<file path="config.mk">
export PLATFORM = sky130hd
export DESIGN_NAME = secuenciador_resta
export DESIGN_NICKNAME = d
export VERILOG_FILES = /design/src/rtl/secuenciador_resta.sv
export SDC_FILE = /design/constraint.sdc
export NUM_CORES = 1
export LEC_CHECK = 0
export ABC_AREA = 1
export CORE_MARGIN = 2
export CORE_UTILIZATION = 52
export DETAILED_ROUTE_END_ITERATION = 8
export PLACE_DENSITY_LB_ADDON = 0.08
export RECOVER_POWER = 50
export SLEW_MARGIN = 20
export SYNTH_ARGS = -nofsm -noshare
export SYNTH_HDL_FRONTEND = slang
export SYNTH_SLANG_ARGS = --single-unit
</file>
<file path="constraint.sdc">
create_clock -name clk -period 1.5 [get_ports clk]
set_input_delay 0.3 -clock clk [delete_from_list [all_inputs] [get_ports clk]]
set_output_delay 0.3 -clock clk [all_outputs]
set_load 0.01 [all_outputs]
</file>
<file path="src/rtl/secuenciador_resta.sv">
// rtl/secuenciador_resta.sv - bit-serial subtractor, LSB first, one full-subtractor cell reused per bit
module secuenciador_resta #(
  parameter int WIDTH = 8
) (
  input  logic             clk,
  input  logic             rst,
  input  logic             start,
  input  logic [WIDTH-1:0] a,
  input  logic [WIDTH-1:0] b,
  input  logic             cin,
  output logic             busy,
  output logic             done,
  output logic [WIDTH-1:0] r,
  output logic             cout
);

  localparam int CW = $clog2(WIDTH);
  localparam logic [CW-1:0] LAST = CW'(WIDTH - 1);

  typedef enum logic [1:0] {IDLE, RUN, DONE} state_t;

  state_t           state;
  state_t           state_nx;
  logic [WIDTH-1:0] sa;
  logic [WIDTH-1:0] sb;
  logic [WIDTH-1:0] res;
  logic             borrow;
  logic [CW-1:0]    cnt;
  logic             diff_bit;
  logic             borrow_nx;

  always_comb begin
    diff_bit  = sa[0] ^ sb[0] ^ borrow;
    borrow_nx = (~sa[0] & sb[0]) | (~sa[0] & borrow) | (sb[0] & borrow);
  end

  always_ff @(posedge clk) begin
    if (rst) state <= IDLE;
    else     state <= state_nx;
  end

  always_comb begin
    state_nx = state;
    busy     = 1'b0;
    done     = 1'b0;
    case (state)
      IDLE: if (start) state_nx = RUN;
      RUN: begin
        busy = 1'b1;
        if (cnt == LAST) state_nx = DONE;
      end
      DONE: begin
        busy     = 1'b1;
        done     = 1'b1;
        state_nx = IDLE;
      end
      default: state_nx = IDLE;
    endcase
  end

  // r/cout only change on the final bit so partial differences never show
  always_ff @(posedge clk) begin
    if (rst) begin
      sa     <= '0;
      sb     <= '0;
      res    <= '0;
      borrow <= 1'b0;
      cnt    <= '0;
      r      <= '0;
      cout   <= 1'b0;
    end else begin
      case (state)
        IDLE: begin
          if (start) begin
            sa     <= a;
            sb     <= b;
            borrow <= cin;
            cnt    <= '0;
          end
        end
        RUN: begin
          res    <= {diff_bit, res[WIDTH-1:1]};
          borrow <= borrow_nx;
          sa     <= sa >> 1;
          sb     <= sb >> 1;
          cnt    <= cnt + CW'(1);
          if (cnt == LAST) begin
            r    <= {diff_bit, res[WIDTH-1:1]};
            cout <= borrow_nx;
          end
        end
        default: ;
      endcase
    end
  end

endmodule
</file>
==> impl_metrics.py, run 1 <==
metrics = {
    "status": {
        "status": "completed",
    },
    "clocking": {
        "numCtsBuffers": 5,
        "cts.path.max_buffers": 2,
        "h-tree-depth": 2,
        "cts_sinks": 38,
        "path_clk_slew_ns": 0.12,
        "root_buffer": "clkbuf_4",
        "tritoncts": "done",
        "hold_buffers": 0,
        "clk_latency_ns": 0.35,
    },
    "floorplan": {
        "die_h_um": 62.4,
        "core_area_um2": 3310,
        "start_util_pct": 53.6,
        "die_area_um2": 3890,
        "fp.dieW_um": 62.4,
        "placementRows": 21,
        "boundaryPins": 31,
    },
    "timing": {
        "worstMarginPinSlew_ns": 0.264,
        "finClkSkew_ns": 0.0121,
        "period_needed_ns": 1.45,
        "rsz0062_at_grt": "no",
        "hold_viol": 0,
        "worst_slack_ns": 0.0514,
        "min_period_over_period_pct": 96.6,
        "slew_viol_final": 0,
        "slew_headroom_pct": 82.4,
        "fin_tns_setup_ns": 0,
        "max_freq_ghz": 0.690,
        "setup_viol": 0,
        "whs_ns": 0.487,
    },
    "worst_setup_path": {
        "critPathKind": "reg2out",
        "crit_path_start_kind": "flip-flop",
        "reg2reg_slack_ns": 0.13,
        "cp.arrival_ns": 1.15,
        "crit_path_start": "state[0]$_SDFFE_PP0P_",
        "critPathRequiredTime_ns": 1.20,
        "cp_max_fo": 2,
        "endpoint_kind": "primary output",
        "r2r_start": "state[0]$_SDFFE_PP0P_",
    },
    "logic_synthesis": {
        "syn_inst": 251,
        "synth_fp_nets": 277,
        "avgSynthCellArea_um2": 7.06,
        "ys_warn_count": 0,
        "synth_cell_types": 19,
        "netlist_area_um2": 1770,
        "ys_seq_elements": 38,
        "seq_area_frac_synth_pct": 42.9,
    },
    "grt": {
        "busiest_layer": "met2",
        "antenna_found_initial": 0,
        "globalRouteMet2Util_pct": 33.3,
        "grt_max_degree": 25,
        "use_met3_pct": 4.32,
        "grt_pass1_wl_um": 6150,
        "use_met1_pct": 24.3,
        "track_usage_pct": 19.4,
        "grt_pass1_vias": 1441,
        "grt-ovfl-total": 0,
    },
    "power_and_ir_drop": {
        "p_per_area_nw_per_um2": 1210,
        "ir_drop_mv": 0.735,
        "p_leak_nw": 1.09,
        "total_power_mw": 2.72,
    },
    "route": {
        "drt_iter0_markers": 83,
        "viasPerCell": 4.85,
        "wl_um": 3430,
        "detail_route.wl_per_cell_um": 10.3,
        "num_vias": 1620,
        "firstDrtPassIters": 4,
        "postRouteAntennaNets": 0,
        "drc": 0,
    },
    "cells_and_area": {
        "area_growth_pct": 26.5,
        "nNetsFinal": 313,
        "most-common-layout-cells": "nand2_1, nor2_1, dfxtp_1, clkdlybuf4s50_1, nand3b_1",
        "diodes": 0,
        "final_area_um2": 2240,
        "drive_gt1_share_pct": 11.8,
        "mostFrequentLayoutCell": "nand2_1",
    },
    "placed_design": {
        "place.port_buffers": 30,
        "place_ws_ns": 0.0140,
        "gp_congestion": 0.750,
        "postPlaceCellArea_um2": 2140,
        "hpwl_um": 2260,
    },
    "min_path": {
        "min_path_type": "reg2reg",
        "min_from": "r[1]$_SDFFE_PP0P_",
    },
    "job": {
        "cap_violations": 0,
    },
}
-- path summary, 6_finish.rpt --
kind                                              end  depth (start not counted)
worst max-delay path                             done                          4
worst min-delay path                r[1]$_SDFFE_PP0P_                          2
worst max register to register  state[1]$_SDFFE_PP0P_                          6
worst min register to register      r[1]$_SDFFE_PP0P_                          2
-- per-layer routing --
metal / vias to the layer above / wire length (um)
met5: - / 0
met2: 32 / 1580
met4: 0 / 40
li1: 853 / -
met1: 731 / 1680
met3: 4 / 132
-- cells in the mapped netlist (all sizes together) --
cell     n  area [um2]
clkbuf   1        3.75
a21oi    8        40.0
nand3    6        30.0
o21ai   15        75.1
dfxtp   38         761
ha       5        62.6
nor2    61         229
nand3b  15         113
nand2   75         287
a22oi    2        15.0
buf     13        93.8
inv     11        43.8
fa       1        20.0
-- report_power, final --
part,internal (mW),leakage (nW),switching (mW)
logic,0.277,0.722,0.357
registers,1.12,0.312,0.0574
clock network,0.565,0.0585,0.340
-- critical path: stages (launching register included) --
cell and delay [ns]:
dfxtp_2 0.35, inv_2 0.04, buf_4 0.13, ha_2 0.16
buf_2 0.13
-- area by class of cell --
class / instances / area [um2]
Clock buffer: 6 / 51.3
Clock inverter: 2 / 60.1
Fill cell: 320 / 1070
Inverter: 11 / 46.3
Multi-Input combinational cell: 188 / 876
Sequential cell: 38 / 763
Tap cell: 46 / 57.6
Timing Repair Buffer: 43 / 389
-- repair_timing --
item                       4_1_cts  5_1_grt
setup buffers                    1        0
resized for setup               19        5
setup endpoints to repair       11       24
-- logic make-up after synthesis --
logic type	after synthesis	share of synthesized area (%)
DFF	38	42.9
buffers and inverters	25	7.97
and+or+nand+nor	157	37.1
AOI/OAI and AO/OA	25	7.34
adders and majority gates	6	4.66
-- sequential cells by signal (all words and copies together), names as in the netlist --
signal,flops
cout,1
cnt,3
r,8
sb,8
borrow,1
state,2
sa,8
res,7
-- stage by stage --
stage                     std cells  utilization [%]
final                           334             67.8
after global routing            334             67.8
after CTS                       334             67.5
after detailed placement        325             64.5
after global placement          325             64.5
after floorplan                 251                -
Power figures use the tool's default switching activity.
==> run 2: changes to the inputs <==
--- a/config.mk
+++ b/config.mk
@@ -6,9 +6,10 @@
 export NUM_CORES = 1
 export LEC_CHECK = 0
 export ABC_AREA = 1
-export CORE_MARGIN = 2
+export CORE_MARGIN = 1
 export CORE_UTILIZATION = 52
 export DETAILED_ROUTE_END_ITERATION = 8
+export GPL_TIMING_DRIVEN = 0
 export PLACE_DENSITY_LB_ADDON = 0.08
 export RECOVER_POWER = 50
 export SLEW_MARGIN = 20
==> run 2 against run 1 <==
  * Routed wire length up 3.9%
  * Register-to-register slack worse by 0.02 ns
  * Setup slack better by 0.037 ns
  * Count of clock-buffer cells in the layout down 1
  * Flip-flop and latch count unchanged
  * Clock skew down 0.0047 ns
  * Hold slack worse by 0.0042 ns
  * Power down 6.1%
  * Sequential power about the same
  * Core utilization up 3.0 points
==> impl_metrics.py, run 2 (synthesis results as in run 1) <==
metrics = {
    "status": {
        "status": "completed",
    },
    "cells_and_area": {
        "drive_gt1_share_pct": 12.7,
        "most-common-layout-cells": "nand2_1, nor2_1, dfxtp_1, clkdlybuf4s50_1, nand3b_1",
        "nNetsFinal": 316,
        "diodes": 0,
        "mostFrequentLayoutCell": "nand2_1",
        "reg_top3": "r x8, sa x8, sb x8",
        "post-route-util_pct": 70.7,
        "area_growth_pct": 25.8,
    },
    "timing": {
        "setup_viol": 0,
        "finClkSkew_ns": 0.00747,
        "rsz0062_at_grt": "no",
        "slew_viol_final": 0,
        "worstMarginPinSlew_ns": 0.431,
        "worst_slack_ns": 0.0885,
        "min_period_over_period_pct": 94.1,
        "period_needed_ns": 1.41,
        "hold_viol": 0,
        "fin_tns_setup_ns": 0,
        "max_freq_ghz": 0.708,
        "whs_ns": 0.483,
        "slew_headroom_pct": 71.3,
    },
    "power_and_ir_drop": {
        "total_power_mw": 2.55,
        "p_per_area_nw_per_um2": 1140,
        "p_sw_mw": 0.777,
        "p_leak_nw": 1.09,
        "internal-power_mw": 1.77,
        "clkPwrFrac_pct": 27.3,
        "ir_drop_mv": 0.746,
        "p_seq_share_pct": 46.2,
        "p_sw_share_pct": 30.5,
        "pwr-share-comb_pct": 26.5,
    },
    "clocking": {
        "h-tree-depth": 2,
        "numCtsBuffers": 5,
        "root_buffer": "clkbuf_4",
        "cts.path.max_buffers": 2,
        "hold_buffers": 0,
        "cts_sinks": 38,
        "path_clk_slew_ns": 0.11,
        "tritoncts": "done",
        "clk_latency_ns": 0.35,
    },
    "placed_design": {
        "place_ws_ns": -0.157,
        "hpwl_um": 2500,
        "place.port_buffers": 30,
        "gp_congestion": 0.765,
    },
    "grt": {
        "grt_max_degree": 13,
        "track_usage_pct": 22.7,
        "grt_pass1_wl_um": 6160,
        "antenna_found_initial": 0,
        "grt-ovfl-total": 0,
        "grt_pass1_vias": 1422,
    },
    "route": {
        "drt_iter0_markers": 59,
        "detail_route.wl_per_cell_um": 10.6,
        "num_vias": 1618,
        "postRouteAntennaNets": 0,
        "firstDrtPassIters": 4,
        "drc": 0,
        "viasPerCell": 4.83,
        "wl_um": 3560,
    },
    "floorplan": {
        "fp.dieW_um": 60.4,
        "boundaryPins": 31,
        "die_area_um2": 3650,
        "core_area_um2": 3150,
        "start_util_pct": 56.2,
        "placementRows": 20,
        "die_h_um": 60.4,
    },
    "job": {
        "cap_violations": 0,
    },
    "worst_setup_path": {
        "critPathRequiredTime_ns": 1.20,
        "endpoint_kind": "primary output",
        "crit_path_start_kind": "flip-flop",
        "rr_endpoint": "res[3]$_SDFFE_PP0P_",
        "reg2reg_slack_ns": 0.11,
        "cp.arrival_ns": 1.11,
        "crit_path_start": "state[1]$_SDFFE_PP0P_",
        "cp_max_fo": 2,
        "r2r_start": "state[0]$_SDFFE_PP0P_",
        "critPathKind": "reg2out",
        "reg2reg_depth": 6,
    },
    "min_path": {
        "hold_end": "res[6]$_SDFFE_PP0P_",
        "min_path_type": "reg2reg",
        "min_from": "res[7]$_SDFFE_PP0P_",
        "holdPathStages": 2,
    },
}
-- run 2: changes by cell type in the layout (fill, tap and decap cells not counted), moves of 2 or more --
cell	delta
buf_4	-9
buf_6	+5
buf_2	+4
inv_2	+3
o21ai_0	+3
o21ai_1	-3
clkbuf_2	+2
clkinv_2	+2
ha_2	-2
inv_1	-2
-- run 2: worst max-delay path by stage --
stage                          endpoint  slack [ns]  cells after the start
floorplan           borrow$_SDFFE_PP0P_        0.26                      8
global placement     sb[6]$_SDFFE_PP0P_       -0.12                      5
detailed placement   sa[1]$_SDFFE_PP0P_       -0.16                      5
CTS                                busy      -0.004                      3
global route          r[7]$_SDFFE_PP0P_       0.008                      8
finish                             done        0.09                      3
-- run 2: critical path, cell delays in order (launching register included) --
cell	delay [ns]
dfxtp_2	0.34
buf_4	0.13
ha_1	0.16
buf_2	0.13
-- run 2: layout make-up --
type	count	area, um2
multi-input combinational	188	883
clock inverter	3	40.0
inverter	11	43.8
buffer	14	106
sequential	38	763
fill	296	923
clock buffer	5	37.5
tap	44	55.1
timing repair buffer	32	300
-- run 2: routing by layer --
layer / track usage, % / wire, um / vias up
li1: - / - / 867
met1: 27.6 / 1720 / 715
met2: 39.4 / 1660 / 32
met3: 6.40 / 138 / 4
met4: 5.98 / 40 / 0
met5: 0 / 0 / -
-- run 2: power by group through the flow --
stage | Combinational, mW | Clock [mW] | Sequential (mW)
global placement | 0.638 | 0 | 1.20
global route | 0.767 | 0.753 | 1.19
finish | 0.677 | 0.696 | 1.18
floorplan | 0.483 | 0 | 1.18
detailed placement | 0.646 | 0 | 1.20
CTS | 0.655 | 0.714 | 1.18
-- run 2: repair_timing --
item / in CTS / in global routing
endpoints found under the setup margin: 11 / 6
resized for setup: 19 / 8
pin swaps: 0 / 2
buffers inserted: 2 / 0
-- run 2: through the flow --
stage / cell area [um2] / instances
final: 2230 / 335
after global routing: 2230 / 335
after CTS: 2200 / 335
after detailed placement: 2130 / 325
after global placement: 2130 / 325
after floorplan: 1770 / 251
==> run 3: changes to the inputs <==
--- a/config.mk
+++ b/config.mk
@@ -6,6 +6,7 @@
 export NUM_CORES = 1
 export LEC_CHECK = 0
 export ABC_AREA = 1
+export CORE_ASPECT_RATIO = 0.9
 export CORE_MARGIN = 1
 export CORE_UTILIZATION = 52
 export DETAILED_ROUTE_END_ITERATION = 8
==> run 3 against run 2 <==
  * Sequential share of layout area decreased by 0.057 points
  * Clock skew shrank 0.0023 ns
  * Clock power rose by 26%
  * Highest routed layer unchanged
  * Setup slack worse by 0.048 ns
  * Critical path type unchanged
==> impl_metrics.py, run 3 (synthesis results as in run 1) <==
metrics = {
    "grt": {
        "grt_pass1_wl_um": 6290,
        "antenna_found_initial": 0,
        "grt-ovfl-total": 0,
        "grt_max_degree": 14,
        "track_usage_pct": 22.4,
        "grt_pass1_vias": 1471,
    },
    "timing": {
        "min_period_over_period_pct": 97.3,
        "worstMarginPinSlew_ns": 0.490,
        "slew_headroom_pct": 67.3,
        "hold_viol": 0,
        "period_needed_ns": 1.46,
        "finClkSkew_ns": 0.00512,
        "slew_viol_final": 0,
        "fin_tns_setup_ns": 0,
        "setup_viol": 0,
        "max_freq_ghz": 0.685,
    },
    "clocking": {
        "hold_buffers": 0,
        "h-tree-depth": 2,
        "post_cts_buffers": 0,
        "clk_latency_ns": 0.30,
        "root_buffer": "clkbuf_8",
        "tritoncts": "done",
        "cts_sinks": 38,
        "cts.path.max_buffers": 2,
        "numCtsBuffers": 5,
        "path_clk_slew_ns": 0.08,
    },
    "worst_setup_path": {
        "critPathRequiredTime_ns": 1.20,
        "reg2reg_slack_ns": 0.12,
        "slowest_delay_ns": 0.53,
        "cp_max_fo": 2,
        "cp.arrival_ns": 1.16,
        "worst_path_max_delay_cell": "clkdlybuf4s50_1",
        "crit_buf_inv": 1,
        "crit_path_start": "r[6]$_SDFFE_PP0P_",
        "cp_top_family": "buffers and inverters",
        "endpoint_kind": "primary output",
        "reg2reg_depth": 8,
        "rr_endpoint": "r[7]$_SDFFE_PP0P_",
        "r2r_start": "state[1]$_SDFFE_PP0P_",
        "crit_chain": "clkdlybuf4s50_1",
        "critPathKind": "reg2out",
        "crit_path_start_kind": "flip-flop",
    },
    "route": {
        "firstDrtPassIters": 4,
        "num_vias": 1601,
        "viasPerCell": 4.84,
        "wl_um": 3600,
        "postRouteAntennaNets": 0,
        "drc": 0,
        "drt_iter0_markers": 93,
        "detail_route.wl_per_cell_um": 10.9,
    },
    "cells_and_area": {
        "reg_top3": "r x8, sa x8, sb x8",
        "post-route-util_pct": 71.2,
        "nNetsFinal": 314,
        "diodes": 0,
        "area_growth_pct": 26.0,
        "mostFrequentLayoutCell": "nand2_1",
        "drive_gt1_share_pct": 10.7,
        "most-common-layout-cells": "nand2_1, nor2_1, dfxtp_1, clkdlybuf4s50_1, nand3b_1",
    },
    "power_and_ir_drop": {
        "total_power_mw": 2.70,
        "ir_drop_mv": 0.942,
        "p_per_area_nw_per_um2": 1210,
        "p_leak_nw": 1.03,
    },
    "placed_design": {
        "hpwl_um": 2520,
        "gp_congestion": 0.791,
        "place.port_buffers": 30,
    },
    "floorplan": {
        "die_area_um2": 3650,
        "boundaryPins": 31,
        "start_util_pct": 56.5,
        "die_h_um": 57.4,
        "fp.dieW_um": 63.6,
        "placementRows": 19,
        "core_area_um2": 3140,
    },
    "min_path": {
        "hold_end": "res[6]$_SDFFE_PP0P_",
        "min_path_type": "reg2reg",
        "holdPathStages": 2,
        "min_from": "res[6]$_SDFFE_PP0P_",
    },
    "job": {
        "cap_violations": 0,
    },
    "status": {
        "status": "completed",
    },
}
[run 3: area by class of cell]
cell class | instances | area, um2
inverters | 11 | 43.8
flip-flops and latches | 38 | 763
clock buffers | 5 | 68.8
fillers | 301 | 905
plain buffers | 14 | 95.1
multi-input cells | 188 | 871
well taps | 42 | 52.6
repair buffers | 30 | 294
clock inverters | 3 | 45.0
[run 3: power by group]
| group | internal [mW] | switching [mW] | total [mW] |
|---|---|---|---|
| Clock | 0.495 | 0.386 | 0.880 |
| Combinational | 0.278 | 0.364 | 0.642 |
| Sequential | 1.12 | 0.0577 | 1.18 |
[run 3: stage by stage]
stage	worst slack, ns	instance area [um2]	hold WS, ns	instances
2_1_floorplan	0.265	1770	0.369	251
3_3_place_gp	-0.133	2130	0.461	323
3_5_place_dp	-0.148	2130	0.467	323
4_1_cts	0.0198	2240	0.480	331
5_1_grt	-0.000424	2230	0.504	331
6_report	0.0408	2230	0.483	331
[run 3: worst max path at each step]
stage                                      to  slack [ns]  depth (start not counted)
after global placement     sb[3]$_SDFFE_PP0P_       -0.13                          5
after CTS                                r[4]        0.02                          1
final                                    r[6]        0.04                          1
after global routing                     r[6]     -0.0004                          1
after detailed placement   sa[1]$_SDFFE_PP0P_       -0.15                          5
after floorplan           borrow$_SDFFE_PP0P_        0.26                          8
[run 3: routing by layer]
metal | GRT usage (%) | up-vias | routed length (um)
met5 | 0 | - | 0
met4 | 8.77 | 0 | 56
met3 | 6.00 | 6 | 139
met2 | 35.3 | 30 | 1560
met1 | 29.4 | 707 | 1840
li1 | - | 858 | -
[run 3: timing repair]
item	CTS	global route
setup endpoints to repair	2	4
gates resized for setup	7	4
cloned	0	0
